<file path="config.mk">
export PLATFORM = sky130hd
export DESIGN_NAME = operand_pingpong
export DESIGN_NICKNAME = d
export VERILOG_FILES = /design/src/rtl/compute_tile_pkg.sv /design/src/rtl/mux2x16.sv /design/src/rtl/operand_pingpong.sv
export SDC_FILE = /design/constraint.sdc
export NUM_CORES = 1
export LEC_CHECK = 0
export BUFFER_PORTS_ARGS = -buffer_cell sky130_fd_sc_hd__buf_2
export CORE_MARGIN = 2
export CORE_UTILIZATION = 55
export DETAILED_ROUTE_END_ITERATION = 6
export PLACE_DENSITY = 0.74
export SLEW_MARGIN = 20
export SYNTH_ARGS = -nofsm -noshare
export SYNTH_HDL_FRONTEND = slang
export SYNTH_HIERARCHICAL = 1
export SYNTH_SLANG_ARGS = --single-unit
</file>
<file path="constraint.sdc">
create_clock -name clk -period 3.8 [get_ports clk]
set_input_delay 0.76 -clock clk [delete_from_list [all_inputs] [get_ports clk]]
set_output_delay 0.76 -clock clk [all_outputs]
set_load 0.005 [all_outputs]
</file>
<file path="src/rtl/compute_tile_pkg.sv">
// Shared compute_tile defaults: operand word width, bank depth and pointer sizing.
package compute_tile_pkg;

    localparam int unsigned DEFAULT_WIDTH = 16;
    localparam int unsigned DEFAULT_DEPTH = 4;
    localparam int unsigned DEFAULT_PTR_W = $clog2(DEFAULT_DEPTH);

    // Pointer width for a bank of the given depth; depth is at least 2, so this is at least 1.
    function automatic int unsigned ptr_width(input int unsigned depth);
        return $clog2(depth);
    endfunction

endpackage

</file>
<file path="src/rtl/mux2x16.sv">
// Two-input word multiplexer; s=0 selects in0, s=1 selects in1.
module mux2x16 #(
    parameter int unsigned WIDTH = 16
) (
    input  logic [WIDTH-1:0] in0,
    input  logic [WIDTH-1:0] in1,
    input  logic             s,
    output logic [WIDTH-1:0] y
);

    assign y = s ? in1 : in0;

endmodule

</file>
<file path="src/rtl/operand_pingpong.sv">
// Two-bank ping-pong operand buffer: the producer fills one bank while the consumer drains
// the other, and a bank only changes hands once it is completely written or completely read.
module operand_pingpong
    import compute_tile_pkg::*;
#(
    parameter int unsigned WIDTH = DEFAULT_WIDTH,
    parameter int unsigned DEPTH = DEFAULT_DEPTH
) (
    input  logic             clk,
    input  logic             rst_n,
    input  logic             wr_valid,
    input  logic [WIDTH-1:0] wr_data,
    output logic             wr_ready,
    output logic             rd_valid,
    output logic [WIDTH-1:0] rd_data,
    input  logic             rd_ready,
    output logic             rd_last,
    output logic [1:0]       bank_full
);

    localparam int unsigned PTR_W = ptr_width(DEPTH);
    localparam logic [PTR_W-1:0] LAST_PTR = PTR_W'(DEPTH - 1);

    logic [WIDTH-1:0] mem [2][DEPTH];
    logic [PTR_W-1:0] wptr;
    logic [PTR_W-1:0] rptr;
    logic             wbank;
    logic             rbank;
    logic [1:0]       bank_full_next;

    logic             wr_fire;
    logic             rd_fire;
    logic             wr_wrap;
    logic             rd_wrap;
    logic [WIDTH-1:0] bank0_word;
    logic [WIDTH-1:0] bank1_word;

    // Handshake readiness comes from registered flags only, so nothing loops back from rd_ready.
    assign wr_ready = !bank_full[wbank];
    assign rd_valid = bank_full[rbank];
    assign rd_last  = rd_valid && (rptr == LAST_PTR);

    assign wr_fire = wr_valid && wr_ready;
    assign rd_fire = rd_valid && rd_ready;
    assign wr_wrap = wr_fire && (wptr == LAST_PTR);
    assign rd_wrap = rd_fire && (rptr == LAST_PTR);

    assign bank0_word = mem[0][rptr];
    assign bank1_word = mem[1][rptr];

    mux2x16 #(
        .WIDTH (WIDTH)
    ) u_rd_mux (
        .in0 (bank0_word),
        .in1 (bank1_word),
        .s   (rbank),
        .y   (rd_data)
    );

    // A write can only target a non-full bank and a read only a full one, so set and clear
    // never hit the same bit in one cycle.
    always_comb begin
        bank_full_next = bank_full;
        if (wr_wrap) begin
            bank_full_next[wbank] = 1'b1;
        end
        if (rd_wrap) begin
            bank_full_next[rbank] = 1'b0;
        end
    end

    always_ff @(posedge clk) begin
        if (!rst_n) begin
            wptr      <= '0;
            rptr      <= '0;
            wbank     <= 1'b0;
            rbank     <= 1'b0;
            bank_full <= 2'b00;
            for (int b = 0; b < 2; b++) begin
                for (int w = 0; w < int'(DEPTH); w++) begin
                    mem[b][w] <= '0;
                end
            end
        end else begin
            if (wr_fire) begin
                mem[wbank][wptr] <= wr_data;
                if (wr_wrap) begin
                    wptr  <= '0;
                    wbank <= !wbank;
                end else begin
                    wptr <= wptr + PTR_W'(1);
                end
            end
            if (rd_fire) begin
                if (rd_wrap) begin
                    rptr  <= '0;
                    rbank <= !rbank;
                end else begin
                    rptr <= rptr + PTR_W'(1);
                end
            end
            bank_full <= bank_full_next;
        end
    end

endmodule

</file>
==> results.ini <==
[placement]
pre_cts_slack_ns=1.03
dp_cells=553
port_buffers=40
place_congestion=0.757
hpwl_um=7640

[sta]
worst_pin_slew_ns=0.799
period_needed_ns=3.24
fmax_mhz=309
finalSetupTns_ns=0
rsz0062_at_grt=no
drv_slew=0
final_hold_viol_count=0
fin_crit_sh_pct=85.3
relSlewSlack_pct=46.7
setup_viol=0
fin_skew_ns=0.00588
postLayoutSetupSlackWorst_ns=0.560

[route]
routed_wl_um=12200
drc=0
drtAntennaViolNets=0
firstDrtPassIters=4
top_layer=met4
wl_per_cell_um=20.9
drtIter0Drc=280
wl_met3_um=505
wl_met1_um=5140
dr_total_vias=3407
wl_met2_um=6260
via_per_inst=5.82

[clock_tree]
post-cts-setup-buffers=0
path_clk_slew_ns=0.06
cts.path.max_buffers=2
cts-root-buf=clkbuf_8
htree_levels=4
cts-resized-gates=0
cts_tree=done
insertion_delay_ns=0.52
cts_hold_buffers=0
cts_buffers=17
cts.sinks=136

[setup_path]
startpoint=rptr[0]
startpoint_type=register
cp-end-kind=output pin
crit_slowest_cell=dfxtp_2
critPathMaxStageDelay_ns=0.74
critPathMaxFanout=18
worstPathRequired_ns=3.04
timing.rr.start=wbank
arrival_ns=2.48
path_cells=buf_12 -> mux4_2 -> mux2_4 -> buf_2
worst-setup-path-type=reg2out

[floorplan]
dieArea_um2=11700
die_w_um=108
core_area_um2=10700
rows=38
num_io_pins=41
start_util_pct=55.8
die_y_um=108

[final_layout]
area_delta_synth_final_pct=15.2
fin_cells=585
drive_gt1_share_pct=31.9
diodes=0
nets=457
final_core_util_pct=64.3

[global_routing]
grt_overflow=0
grtUsageTotal_pct=23.3
grt_pass1_wl_um=19400
antenna_found_initial=0
grt_pass1_vias=3638
grt_max_degree=27

[synth]
syn_area_um2=5990
synth_most_common_cell=edfxtp_1
ys_warn_count=6
synth_top_area_share_pct=64.1
yosys.area.top_type=edfxtp_1
synth-seq-cells=136
synthTopCellsByArea=edfxtp_1, mux4_2, nor2_1
async_flop_share_pct=0
synth-edff-count=128
synth_flop_cell=edfxtp_1
ys_types=31
netlist_instances=376
synth_common_cells=edfxtp_1, nor2_1, and2_1
avgSynthCellArea_um2=15.9
seq_area_frac_synth_pct=66.8
synth_nets=401

[power_and_ir_drop]
peakVddDrop_mv=0.368
power.leakage_nw=2.60
p_per_area_nw_per_um2=490

[status]
status=finished clean

[flow_run]
maxCapViolCount=0

[worst_hold_path]
hp-class=in2reg
min_from=wr_data[6]

[layer usage]
| metal | up-vias | global-route usage (%) |
|---|---|---|
| li1 | 1524 | - |
| met1 | 1764 | 29.2 |
| met2 | 100 | 38.9 |
| met3 | 19 | 5.36 |
| met4 | 0 | 10.3 |
| met5 | - | 0 |
[report_power, final]
part | internal, W | total [W] | switching (W)
sequential | 0.00173 | 0.00175 | 0.0000244
clock | 0.000864 | 0.00142 | 0.000555
combinational | 0.0000923 | 0.000213 | 0.000121
total | 0.00268 | 0.00338 | 0.000700
[registers in the layout, indices dropped and copies added (netlist names)]
register   cells
rptr           2
wbank          1
mem          128
wptr           2
bank_full      2
rbank          1
[per-stage QoR]
stage / instance area (um2) / total power [W] / hold WS (ns)
2_1_floorplan: 5990 / 0.00190 / 0.518
3_3_place_gp: 6390 / 0.00198 / 0.570
3_5_place_dp: 6390 / 0.00199 / 0.576
4_1_cts: 6900 / 0.00340 / 0.531
5_1_grt: 6900 / 0.00349 / 0.546
6_report: 6900 / 0.00338 / 0.546
[cell families (layout without fill, tap and decap cells)]
family	after synthesis	after routing	share of synthesized area, %
simple gates	139	139	11.3
flops	136	136	66.8
mux	52	52	16.6
buf+inv	27	96	2.63
compound gates	17	17	1.67
fa+ha+maj	5	5	1.04
[layout make-up]
class | instances | area [um2]
clock buffers | 27 | 492
clock inverters | 5 | 23.8
flip-flops and latches | 136 | 4010
inverters | 4 | 15.0
multi-input cells | 213 | 1830
well taps | 140 | 175
fillers | 824 | 3840
repair buffers | 60 | 363
[path summary, 6_finish.rpt]
| path | to | slack (ns) | cells after the start |
|---|---|---|---|
| setup / recovery | rd_data[10] | 0.56 | 4 |
| hold / removal | mem[1][54] | 0.55 | 2 |
| setup reg to reg | mem[0][34] | 1.16 | 4 |
| hold reg to reg | bank_full[1] | 0.57 | 2 |
[critical path: cells and delay by family (launching register included)]
kind | cells | cell delay [ns]
buf+inv | 2 | 0.39
flops | 1 | 0.74
mux | 2 | 0.80
[placed cells by master (no fill, tap or decap), drive strengths merged, types with 2 or more instances in the layout]
cell type and count:
edfxtp 128, nor2 68, buf 60, and2 34
mux4 32, clkbuf 27, nand2 26, mux2 17
o21ai 9, dfxtp 8, ha 5, clkinv 5
inv 4, a21oi 4, nand4 4, mux2i 3
a41o 2
No activity file was read; power rests on OpenSTA's default activity.
